==> src/rtl/uart_tx_arbiter.sv <==
// Round-robin arbiter/sequencer sharing one UART transmitter among N_REQ byte requesters.
// Optional watchdog in WAIT_DONE enabled by defining UART_ARB_TIMEOUT_EN.
module uart_tx_arbiter #(
    parameter int unsigned N_REQ          = 4,
    parameter int unsigned DATA_W         = 8,
    parameter int unsigned TIMEOUT_CYCLES = 8192
) (
    input  logic                      clk,
    input  logic                      rst_n,
    input  logic [N_REQ-1:0]          req,
    input  logic [N_REQ-1:0]          req_lock,
    input  logic [N_REQ*DATA_W-1:0]   req_data,
    output logic [N_REQ-1:0]          ack,
    output logic                      tx_start,
    output logic [DATA_W-1:0]         tx_data,
    input  logic                      tx_busy,
    input  logic                      tx_done,
    output logic [$clog2(N_REQ)-1:0]  owner,
    output logic                      active,
    output logic                      timeout_err
);

    localparam int unsigned IdxW = $clog2(N_REQ);

    typedef enum logic [1:0] {StIdle, StLaunch, StWaitDone} state_e;

    if (N_REQ < 2 || N_REQ > 8 || TIMEOUT_CYCLES < 2) begin : g_param_check
        $error("uart_tx_arbiter: N_REQ must be 2..8 and TIMEOUT_CYCLES at least 2");
    end

    state_e            state_q, state_d;
    logic [IdxW-1:0]   ptr_q, ptr_d;
    logic [IdxW-1:0]   owner_q, owner_d;
    logic [N_REQ-1:0]  ack_q, ack_d;
    logic              tx_start_q, tx_start_d;
    logic [DATA_W-1:0] tx_data_q, tx_data_d;
    logic              active_q, active_d;

    logic [DATA_W-1:0] req_bytes [N_REQ];
    logic [N_REQ-1:0]  low_mask, masked_req;
    logic [IdxW-1:0]   winner;
    logic [IdxW-1:0]   ptr_next;

    for (genvar g = 0; g < N_REQ; g++) begin : g_bytes
        assign req_bytes[g] = req_data[g*DATA_W +: DATA_W];
    end

    // Requests at or above ptr take priority; fall back to the lowest request overall.
    always_comb begin
        low_mask = '0;
        for (int i = 0; i < N_REQ; i++) begin
            low_mask[i] = (i >= int'(ptr_q));
        end
        masked_req = req & low_mask;
        winner = '0;
        for (int i = N_REQ - 1; i >= 0; i--) begin
            if (masked_req != '0) begin
                if (masked_req[i]) winner = IdxW'(i);
            end else if (req[i]) begin
                winner = IdxW'(i);
            end
        end
    end

    assign ptr_next = (owner_q == IdxW'(N_REQ - 1)) ? '0 : owner_q + 1'b1;

`ifdef UART_ARB_TIMEOUT_EN
    logic [31:0] wd_cnt_q, wd_cnt_d;
    logic        timeout_err_q, timeout_err_d;

    // Counter holds zero outside WAIT_DONE, so it restarts on every entry.
    assign wd_cnt_d = (state_q == StWaitDone) ? wd_cnt_q + 32'd1 : 32'd0;
`endif

    always_comb begin
        state_d    = state_q;
        ptr_d      = ptr_q;
        owner_d    = owner_q;
        tx_data_d  = tx_data_q;
        ack_d      = '0;
        tx_start_d = 1'b0;
`ifdef UART_ARB_TIMEOUT_EN
        timeout_err_d = 1'b0;
`endif
        unique case (state_q)
            StIdle: begin
                if (req != '0 && !tx_busy) begin
                    owner_d       = winner;
                    tx_data_d     = req_bytes[winner];
                    tx_start_d    = 1'b1;
                    ack_d[winner] = 1'b1;
                    state_d       = StLaunch;
                end
            end
            StLaunch: begin
                state_d = StWaitDone;
            end
            StWaitDone: begin
                if (tx_done) begin
                    if (req_lock[owner_q] && req[owner_q]) begin
                        tx_data_d      = req_bytes[owner_q];
                        tx_start_d     = 1'b1;
                        ack_d[owner_q] = 1'b1;
                        state_d        = StLaunch;
                    end else begin
                        ptr_d   = ptr_next;
                        state_d = StIdle;
                    end
                end
`ifdef UART_ARB_TIMEOUT_EN
                else if (wd_cnt_q == 32'(TIMEOUT_CYCLES - 1)) begin
                    timeout_err_d = 1'b1;
                    ptr_d         = ptr_next;
                    state_d       = StIdle;
                end
`endif
            end
            default: state_d = StIdle;
        endcase
        active_d = (state_d != StIdle);
    end

    always_ff @(posedge clk or negedge rst_n) begin
        if (!rst_n) begin
            state_q    <= StIdle;
            ptr_q      <= '0;
            owner_q    <= '0;
            ack_q      <= '0;
            tx_start_q <= 1'b0;
            tx_data_q  <= '0;
            active_q   <= 1'b0;
        end else begin
            state_q    <= state_d;
            ptr_q      <= ptr_d;
            owner_q    <= owner_d;
            ack_q      <= ack_d;
            tx_start_q <= tx_start_d;
            tx_data_q  <= tx_data_d;
            active_q   <= active_d;
        end
    end

`ifdef UART_ARB_TIMEOUT_EN
    always_ff @(posedge clk or negedge rst_n) begin
        if (!rst_n) begin
            wd_cnt_q      <= '0;
            timeout_err_q <= 1'b0;
        end else begin
            wd_cnt_q      <= wd_cnt_d;
            timeout_err_q <= timeout_err_d;
        end
    end

    assign timeout_err = timeout_err_q;
`else
    assign timeout_err = 1'b0;
`endif

    assign ack      = ack_q;
    assign tx_start = tx_start_q;
    assign tx_data  = tx_data_q;
    assign owner    = owner_q;
    assign active   = active_q;

endmodule

==> config.mk <==
export PLATFORM = sky130hd
export DESIGN_NAME = uart_tx_arbiter
export DESIGN_NICKNAME = d
export VERILOG_FILES = /design/src/rtl/uart_tx_arbiter.sv
export SDC_FILE = /design/constraint.sdc
export NUM_CORES = 1
export LEC_CHECK = 0
export ABC_AREA = 1
export CORE_AREA = 2 2 63 65
export DETAILED_ROUTE_END_ITERATION = 6
export DIE_AREA = 0 0 65 67
export DONT_BUFFER_PORTS = 1
export GPL_TIMING_DRIVEN = 0
export PLACE_DENSITY = 0.71
export SKIP_LAST_GASP = 1
export SLEW_MARGIN = 20
export SYNTH_ARGS = -nofsm -noshare
export SYNTH_HDL_FRONTEND = slang
export SYNTH_SLANG_ARGS = --single-unit
==> constraint.sdc <==
create_clock -name clk -period 1.3 [get_ports clk]
set_input_delay 0.13 -clock clk [delete_from_list [all_inputs] [get_ports clk]]
set_output_delay 0.13 -clock clk [all_outputs]
set_load 0.03 [all_outputs]
==> impl_metrics.py <==
metrics = {
    "status": {
        "status": "finished with violations",
        "violations": "setup timing",
    },
    "floorplan": {
        "io_pins": 61,
        "rows": 22,
        "die_x_um": 65,
        "core_mm2": 0.003606,
        "dieHeight_um": 67,
        "die-area_mm2": 0.004355,
        "initial_core_util_pct": 48.37,
    },
    "logic_synthesis": {
        "synth_cell_type_count": 27,
        "synth_compound_area_share_pct": 13.34,
        "yosys.area_share.adder_pct": 2.869,
        "yosysWarnings": 0,
        "syn_area_per_cell_um2": 6.389,
        "synth_top_family_by_area": "simple AND/OR/NAND/NOR gates",
        "synth_top_area_share_pct": 28.69,
        "yosysTopAreaCell": "dfrtp_1",
        "synth.area.top_cells": "dfrtp_1 29%, nand3_1 14%, nand2_1 14%",
        "synth_xor_area_share_pct": 0,
        "yosys.area_share.simple_pct": 39.60,
        "muxShareOfSynthArea_pct": 0,
        "synth_seq_area_share_pct": 28.69,
        "syn_area_mm2": 0.001744,
        "netlist_instances": 273,
        "syn_nets": 321,
        "synth-seq-cells": 20,
    },
    "global_routing": {
        "grt_overflow_total": 0,
        "grt.total_usage_pct": 25.13,
        "grt_pass1_vias": 1847,
        "grt_max_degree": 21,
        "grt_pass1_wl_um": 8431,
        "antenna_found_initial": 0,
    },
    "worst_setup_path": {
        "arrival_ns": 1.80,
        "cp-start-kind": "register",
        "path_class": "reg2reg",
        "reg2reg_slack_ns": -0.35,
        "worstPathRequired_ns": 1.46,
        "cp_max_fo": 6,
        "worst_setup_path_end_kind": "register",
    },
    "clock_network": {
        "cts_root_buf": "clkbuf_8",
        "clock_sinks": 20,
        "cts_buffers": 3,
        "h-tree-depth": 1,
        "cts_tree": "built",
        "clock_latency_ns": 0.27,
        "clockBufferDepth": 2,
        "clk_pin_slew_ns": 0.08,
    },
    "timing": {
        "hold_violations": 0,
        "setup_viol": 19,
        "worst_slew_pin_slew_ns": 0.8909,
        "fin_skew_ns": 0.007642,
        "fmax_ghz": 0.6079,
        "slew-limit-headroom_pct": 40.41,
        "min_period_over_period_pct": 126.5,
        "slew_viol_final": 0,
        "period_needed_ns": 1.645,
        "finalWorstSetupSlack_ns": -0.3450,
        "rsz0062_at_grt": "true",
    },
    "placed_design": {
        "dpl_worst_slack_ns": -0.4988,
        "place.detailed.hpwl_um": 3511,
        "io_buffers": 0,
        "place_congestion": 0.8815,
    },
    "route": {
        "wl_met3_um": 600,
        "ant_nets": 0,
        "avgRoutedWirePerCell_um": 15.29,
        "drc_errors": 0,
        "met2WireLength_um": 2520,
        "drt_iter0_drc": 179,
        "met1Wirelength_um": 2196,
        "drt_first_pass_iters": 6,
        "highest-signal-layer": "met4",
        "viasPerCell": 5.609,
        "vias": 1980,
        "drt-total-wl_um": 5396,
    },
    "pwr": {
        "p_per_area_mw_per_mm2": 2337,
        "p_total_mw": 5.301,
        "ir_drop_uv": 951.9,
        "p_leak_nw": 1.242,
    },
    "finish": {
        "final_common_cell": "nand2_1",
        "nets": 354,
        "final_layout_size_suffix_gt1_share_pct": 27.21,
        "area_growth_pct": 30.06,
        "nFillCells": 334,
        "final_cell_mix": "58 x nand2_1, 46 x nand3_1, 42 x inv_1",
        "n_antenna_cell": 0,
    },
    "run": {
        "drv_cap": 0,
    },
    "hold_path": {
        "hp-class": "in2reg",
    },
}
cell families (layout without fill, tap and decap cells):
kind of cell / Yosys count / in the layout
AO/OA/AOI/OAI: 43 / 43
adder cells (fa/ha/maj): 4 / 4
buffers and inverters: 58 / 89
flip-flops: 20 / 20
other: 1 / 1
AND/OR/NAND/NOR: 147 / 148
cells in the mapped netlist:
library cell,count
nand2_1,64
nand3_1,50
inv_1,45
dfrtp_1,20
o21ai_0,19
nor2_1,18
a21oi_1,17
nand2_2,6
buf_6,5
ha_1,4
buf_2,3
nor2_4,3
o21ai_1,3
buf_4,2
clkbuf_1,2
a21oi_4,1
conb_1,1
inv_2,1
nand3_2,1
nand3_4,1
nor2_2,1
nor3_1,1
nor3_4,1
o21bai_1,1
o22ai_1,1
o31ai_1,1
or2_1,1
per-layer routing:
layer	GRT usage (%)	vias up
met2	41.62	130
met4	5.585	0
met3	7.095	10
met5	0	-
li1	-	937
met1	32.43	903
path summary, 6_finish.rpt:
kind	startpoint	depth (start not counted)	endpoint
worst min register to register	ptr_q[0]	2	ptr_q[0]
worst min-delay path	tx_done	3	state_q[1]
worst max register to register	owner[0]	10	tx_data[7]
max in group asynchronous	rst_n	1	state_q[1]
worst max-delay path	owner[0]	10	tx_data[7]
min in group asynchronous	rst_n	1	ack[0]
sequential cells by signal (all words and copies together), names as in the netlist:
register  count
ptr_q         2
tx_start      1
ack           4
owner         2
state_q       2
active        1
tx_data       8
area by class of cell:
| class | count | area (µm²) | share of cell area (%) |
|---|---|---|---|
| clock inverter | 1 | 30.03 | 1.324 |
| tap | 48 | 60.06 | 2.648 |
| clock buffer | 3 | 41.29 | 1.820 |
| inverter | 46 | 172.7 | 7.612 |
| sequential | 20 | 504.2 | 22.23 |
| timing repair buffer | 27 | 217.7 | 9.597 |
| multi-input combinational | 196 | 1114 | 49.09 |
| buffer | 12 | 128.9 | 5.681 |
per-stage QoR:
stage,cells,utilization (%),hold WS [ns],setup TNS [ns],instance area (µm²)
after floorplan,273,-,-0.1656,-2.062,1760
after global placement,321,50.49,-0.1649,-5.579,1821
after detailed placement,321,50.49,-0.1650,-5.827,1821
after CTS,340,56.97,0.1358,-4.751,2054
after global routing,353,62.91,0.1922,-5.976,2268
final,353,62.91,0.1247,-4.344,2268
report_power, final:
group	internal [mW]	switching [mW]	total, mW
clock	0.412	0.225	0.637
combinational	1.35	1.78	3.13
sequential	0.890	0.644	1.53
total	2.65	2.65	5.30
repair_timing:
action	in CTS	in global routing
endpoints found under the setup margin	19	19
buffers inserted	13	12
endpoints found under the hold margin	20	0
resized for setup	15	38
cloned	1	2
hold buffers	1	0
pin swaps	11	20
worst max-delay path: stages, from the launching register on:
cell     delay, ns
dfrtp_2       0.52
buf_6         0.17
nand2_4       0.05
o22ai_2       0.07
nand2_2       0.10
nand2_2       0.08
a21oi_4       0.24
buf_6         0.15
nor2_1        0.03
nand2_1       0.08
nand2_1       0.05
(Power assumes the default switching activity.)
